`src/rtl/shift_arbiter.sv`:
```
// Two-requester arbiter in front of the shared 32-bit sll/sra shifter.
// One grant per cycle; the shifted, tagged result is held until it is consumed.
module shift_arbiter #(
  parameter bit FAIR = 1'b1
) (
  input  logic        clock,
  input  logic        reset,
  input  logic        req0_valid,
  output logic        req0_ready,
  input  logic [31:0] req0_data,
  input  logic [4:0]  req0_shamt,
  input  logic        req0_op,
  input  logic        req1_valid,
  output logic        req1_ready,
  input  logic [31:0] req1_data,
  input  logic [4:0]  req1_shamt,
  input  logic        req1_op,
  output logic        resp_valid,
  input  logic        resp_ready,
  output logic        resp_id,
  output logic [31:0] resp_data
);

  typedef enum logic {EMPTY, FULL} state_e;

  state_e      state_q, state_d;
  logic        last_q, last_d;
  logic        id_q, id_d;
  logic [31:0] data_q, data_d;

  logic        can_accept;
  logic        gnt0, gnt1;
  logic [31:0] sel_data;
  logic [4:0]  sel_shamt;
  logic        sel_op;

  function automatic logic [31:0] do_shift(input logic [31:0] d, input logic [4:0] s,
                                           input logic op);
    if (op) return 32'($signed(d) >>> s);
    else    return d << s;
  endfunction

  // Grants depend only on the valids, state, resp_ready and last_q, so the
  // two ready outputs never feed back into each other.
  always_comb begin
    // NOTE: every combinational output gets a default first so no latch is inferred.
    can_accept = (state_q == EMPTY) || resp_ready;
    gnt0       = 1'b0;
    gnt1       = 1'b0;
    if (!reset && can_accept) begin
      if (req0_valid && req1_valid) begin
        if (FAIR && (last_q == 1'b0)) gnt1 = 1'b1;
        else                          gnt0 = 1'b1;
      end else if (req0_valid) begin
        gnt0 = 1'b1;
      end else if (req1_valid) begin
        gnt1 = 1'b1;
      end
    end
  end

  always_comb begin
    sel_data  = gnt1 ? req1_data  : req0_data;
    sel_shamt = gnt1 ? req1_shamt : req0_shamt;
    sel_op    = gnt1 ? req1_op    : req0_op;
  end

  // A grant while FULL and accepted replaces the result in one edge (back-to-back).
  always_comb begin
    state_d = state_q;
    last_d  = last_q;
    id_d    = id_q;
    data_d  = data_q;
    if (gnt0 || gnt1) begin
      state_d = FULL;
      last_d  = gnt1;
      id_d    = gnt1;
      data_d  = do_shift(sel_data, sel_shamt, sel_op);
    end else if ((state_q == FULL) && resp_ready) begin
      state_d = EMPTY;
    end
  end

  always_ff @(posedge clock) begin
    // NOTE: sequential state uses non-blocking assignments so all registers update together.
    if (reset) begin
      state_q <= EMPTY;
      last_q  <= 1'b1;
      id_q    <= 1'b0;
      data_q  <= '0;
    end else begin
      state_q <= state_d;
      last_q  <= last_d;
      id_q    <= id_d;
      data_q  <= data_d;
    end
  end

  assign req0_ready = gnt0;
  assign req1_ready = gnt1;
  assign resp_valid = (state_q == FULL);
  assign resp_id    = id_q;
  assign resp_data  = data_q;

endmodule

```
`config.mk`:
```
export PLATFORM = sky130hd
export DESIGN_NAME = shift_arbiter
export DESIGN_NICKNAME = d
export VERILOG_FILES = /design/src/rtl/shift_arbiter.sv
export SDC_FILE = /design/constraint.sdc
export NUM_CORES = 1
export LEC_CHECK = 0
export BUFFER_PORTS_ARGS = -buffer_cell sky130_fd_sc_hd__buf_2
export CORE_ASPECT_RATIO = 2
export CORE_MARGIN = 2
export CORE_UTILIZATION = 55
export CTS_BUF_LIST = sky130_fd_sc_hd__clkbuf_8
export DETAILED_ROUTE_END_ITERATION = 6
export PLACE_DENSITY = 0.77
export SLEW_MARGIN = 20
export SYNTH_ARGS = -nofsm -noshare
export SYNTH_HDL_FRONTEND = slang
export SYNTH_SLANG_ARGS = --single-unit
```
`constraint.sdc`:
```
create_clock -name clock -period 2.75 [get_ports clock]
set_clock_uncertainty 0.05 [all_clocks]
set_input_delay 0.1375 -clock clock [delete_from_list [all_inputs] [get_ports clock]]
set_output_delay 0.1375 -clock clock [all_outputs]
set_load 0.01 [all_outputs]
```
## Yosys cells after proc, flatten, opt, wreduce, memory -nomap -nowiden

Cells that the tools add are included.

| operators by class | value |
|---|---|
| shift-type cells | 2 |
| muxes and demuxes | 15 |
| bitwise operators | 1 |
| reductions and logical operators | 7 |

Operators by type and width:

| kind | number |
|---|---|
| 2-to-1 mux 32 bit | 2 |
| << shifter 32 x 5 -> 32 bit | 1 |
| >>> shifter 32 x 5 -> 32 bit | 1 |
| 2-to-1 mux 1 bit | 12 |
| 2-to-1 mux 5 bit | 1 |
| logical AND 1 bit | 3 |
| logical OR 1 bit | 2 |
| nonzero test 2 bit | 1 |
| logical NOT 1 bit | 1 |
| NOT 1 bit | 1 |

| word-level totals | value |
|---|---|
| flip-flop bits (word level) | 35 |
| bits of input ports | 81 |

## Depth between registers and ports, before layout

| logic depth | value |
|---|---|
| depth in word-level cells | 7 |
| depth in mapped cells | 11 |

## Worst setup path before layout

No wires, ideal clock.

| timing | value |
|---|---|
| kind | reg-to-reg |
| from | register state_q, in the netlist resp_valid |
| to | register data_q[30], in the netlist resp_data[30] |
| library setup time | 0.136 ns |
| arrival | 2.001 ns |
| required time | 2.564 ns |
| path slack | 0.564 ns |
| cell stages (with the launch flop) | 9 |
| path buffers | 2 |
| clock period less this slack | 2.186 ns |
| cells stage by stage | dfxtp_1 > nor2b_1 > buf_2 > o31ai_1 > and2_1 > clkbuf_1 > mux4_2 > o221ai_1 > o311ai_1 |

| between the ends | value |
|---|---|
| cells in the longest elaborated chain, start to end | 7 |

RTL lines:

| item | RTL line | source |
|---|---|---|
| start: declaration | 26 | `state_e state_q, state_d;` |
| start signal: assignment | 92 | `state_q <= state_d;` |
| NOT 1 bit * | 47 | `can_accept = (state_q == EMPTY) \|\| resp_ready;` |
| logical OR 1 bit * | 47 |  |
| logical AND 1 bit * | 50 | `if (!reset && can_accept) begin` |
| 2-to-1 mux 1 bit | 50 |  |
| 2-to-1 mux 32 bit or 2-to-1 mux 5 bit (tied branches) | 63, 64 |  |
| << shifter 32 x 5 -> 32 bit or >>> shifter 32 x 5 -> 32 bit (tied branches) | 40, 39 |  |
| 2-to-1 mux 32 bit | 39 | `if (op) return 32'($signed(d) >>> s);` |
| end signal: assignment | 95 | `data_q <= data_d;` |
| end: declaration | 29 | `logic [31:0] data_q, data_d;` |

Every way passes the cells marked *; elsewhere a longest branch is shown, timed or not.
A chain may end at the register's enable or synchronous reset.

## Worst setup path after layout

| timing | value |
|---|---|
| from | register last_q |
| to | register data_q[28], in the netlist resp_data[28] |

| between the ends | value |
|---|---|
| cells in the longest elaborated chain, start to end | 6 |

RTL lines:

| item | RTL line | source |
|---|---|---|
| start: declaration | 27 | `logic last_q, last_d;` |
| start signal: assignment | 93 | `last_q <= last_d;` |
| 2-to-1 mux 1 bit | 52 | `if (FAIR && (last_q == 1'b0)) gnt1 = 1'b1;` |
| 2-to-1 mux 1 bit | 51 | `if (req0_valid && req1_valid) begin` |
| 2-to-1 mux 1 bit | 50 |  |
| 2-to-1 mux 32 bit or 2-to-1 mux 5 bit (tied branches) | 63, 64 |  |
| << shifter 32 x 5 -> 32 bit or >>> shifter 32 x 5 -> 32 bit (tied branches) | 40, 39 |  |
| 2-to-1 mux 32 bit | 39 |  |

Several ways; a longest one is shown, not always the timed one.

==> reports/results.tsv <==
stage	metric	value	unit
status	status	finished, final reports clean	
layout	footprint of the multi-input gates	6870	µm²
pwr	VDD IR max	0.263	mV
place	post-placement cell count	1250	
die	CORE AREA	14700	µm²
die	row count	63	
routing	total wire length	42400	µm
critical_path	CP max FO	17	
grt	total global routing overflow	0	
yosys	Cell Area, Synth	8150	µm²
critical_path	CP Class	register to register	
hold_path	hold path cells	3	
die	DIE AREA	15900	µm²
layout	Antenna Cells	0	
routing	DRT antenna net count	0	
sta	Least-Margin Pin Slew	0.849	ns
cts	root buffer cell	clkbuf_8	
cts	number of H-tree branching levels	2	
critical_path	Startpoint Class	register	
routing	mean routed wirelength per cell	33.7	µm
sta	crit path setup slack, layout	0.0477	ns
yosys	Synth warnings	0	
yosys	post-synthesis net count	1015	
place	post-detail-place hpwl	32200	µm
layout	P&R area growth vs syn	17.0	%
critical_path	Worst R2R End	resp_data[28]	
place	Port-buffer cells	116	
hold_path	Hold Path Origin	req1_valid	
cts	# Post-CTS Setup Buffers	0	
die	IO Pins	117	
routing	residual DRC count	0	
grt	vias in the first global route	9657	
yosys	Post-synth EDFFs	0	
grt	gr usage total	52.1	%
yosys	synth cell count leaders	mux2i_1, nor2_1, mux2_2	
critical_path	Critical R2R Launch	last_q	
yosys	area leader, netlist	mux4_2	
hold_path	Hold/Removal Path Class	input port to register	
sta	Final min period	2.70	ns
cts	CTS buffer count	5	
cts	clk_lat worst skew	0.29	ns
yosys	top-count cell post-synth	mux2i_1	
sta	Tcrit/Tclk final	98.3	%
sta	max frequency	0.370	GHz
routing	DR vias	10100	
critical_path	worst path arrival time	2.81	ns
sta	Final Max Tran Viols	0	
grt	initial antenna violation count	0	
cts	clk slew on worst S/H paths	0.08	ns
place	Setup WS pre-CTS	0.130	ns
critical_path	R2R cell count	8	
layout	Design Area, Final	9530	µm²
cts	CTS tree	yes	
pwr	pwr dens	338	nW/µm²
yosys	Distinct cells, synth	78	
layout	fill count	1305	
yosys	Seq cells post-synth	35	
sta	final hold vios	0	
yosys	ranking of synthesized cells by area	mux4_2, mux2i_1, mux2_2	
layout	Register Area	701	µm²
die	Die Wd	90.1	µm
place	GPL Wtd Cong	1.12	
yosys	Synth Flop Type	dfxtp_1	
sta	Slew headroom	42.9	%
sta	final setup violation count	0	
layout	layout cell share with drive strength beyond 1	37.1	%
grt	first-pass GRT wire length	62300	µm
layout	Final Non-Filler Cells	1258	
cts	Sink Count	35	
yosys	Mean Syn Cell Area	8.72	µm²
layout	Nets	1143	
place	Post-DP Area	9360	µm²
grt	largest net degree at the start of global routing	31	
critical_path	nature of the critical path endpoint	register	
cts	CTS max path bufs	2	
routing	drt first pass iters	7	
hold_path	WHS Endpoint	last_q	
sta	RSZ-0062 raised after global routing	yes	
die	effective utilization at floorplan	55.6	%
pwr	Lkg Pwr	3.84	nW
yosys	post-synth top area share	17.1	%
critical_path	Crit path required time	2.85	ns
routing	number of vias per cell	8.05	
run	Max Cap Viol	0	
critical_path	r2r setup slk	0.05	ns
yosys	Async SR Flop Fraction	0	%
pwr	Power, Total	0.00322	W
routing	initial drt markers	1520	
yosys	Mapped Cells	934	
yosys	register area share after synthesis	8.60	%
die	Chip Height	176	µm
## critical path: stages (launching register included)
cell,delay [ns]
dfxtp_1,0.35
a21boi_2,0.20
buf_4,0.28
nand4_4,0.35
nand2_4,0.29
buf_4,0.24
mux2i_1,0.49
a211o_1,0.21
a41oi_1,0.09
## through the flow
step	setup TNS [ns]	utilization, %	hold WS (ns)
after CTS	0	64.6	0.171
after global placement	0	63.8	0.417
after detailed placement	0	63.8	0.443
final	0	65.0	0.174
after global routing	-0.0000140	65.0	0.196
after floorplan	0	-	0.271
## flip-flops by register name (all words and copies together) (netlist names)
name	count
resp_valid	1
resp_id	1
last_q	1
resp_data	32
## cells by family after synthesis
| group | synth area share, % |
|---|---|
| AOI/OAI and AO/OA | 25.5 |
| muxes | 43.2 |
| DFF | 8.60 |
| buffers and inverters | 7.88 |
| and+or+nand+nor | 14.8 |
## where the power goes
part,total [W],internal [W],switching [W],leakage (nW)
Sequential,0.000583,0.000555,0.0000280,0.289
Clock,0.000508,0.000294,0.000214,0.0612
Combinational,0.00213,0.000814,0.00132,3.49
Total,0.00322,0.00166,0.00156,3.84
## worst max-delay path by stage
stage                           from             to  slack (ns)  depth (start not counted)
after global routing          last_q  resp_data[18]    -0.00001                          8
after global placement        last_q  resp_data[30]        0.16                          7
after detailed placement      last_q  resp_data[16]        0.13                          7
after CTS                     last_q  resp_data[16]        0.11                          7
final                         last_q  resp_data[28]        0.05                          8
after floorplan           resp_valid  resp_data[30]        0.56                          8
## per-layer routing
layer,part of all wire [%],global-route usage (%),up-vias
li1,-,-,4080
met1,31,58.1,4709
met2,43,80.6,1022
met3,12,12.6,316
met4,13,49.5,0
met5,0,0,-
## layout make-up
| cell class | count | area share (%) |
|---|---|---|
| clock buffer | 6 | 0.866 |
| multi-input combinational | 784 | 72.1 |
| timing repair buffer | 225 | 16.3 |
| clock inverter | 2 | 0.368 |
| inverter | 11 | 0.433 |
| sequential | 35 | 7.35 |
| tap | 195 | 2.56 |
## what timing repair did
item / in CTS / in global routing
hold buffers: 0 / 0
endpoints found under the hold margin: 0 / 0
resized for setup: 0 / 13
setup endpoints to repair: 0 / 12
## cells in the final DEF (no fill, tap or decap), drive strengths merged, types with 6 or more instances in the layout
cell type  netlist  final
buf             74    225
mux2i          134    134
nor2            69     69
mux2            69     69
mux4            62     62
o21ai           45     45
nor3            42     42
nand2           38     38
dfxtp           35     35
a21oi           30     30
a31oi           27     27
o32ai           20     20
o31ai           18     18
nand3           17     17
o22ai           15     15
nand4           14     14
a32oi           13     13
nor4            13     13
a22oi           12     12
o211ai          11     11
inv             11     11
nand2b           8      8
a221oi           8      8
a32o             7      7
and3             7      7
a41oi            6      6
clkbuf          30      6
No activity file was read; power rests on OpenSTA's default activity.
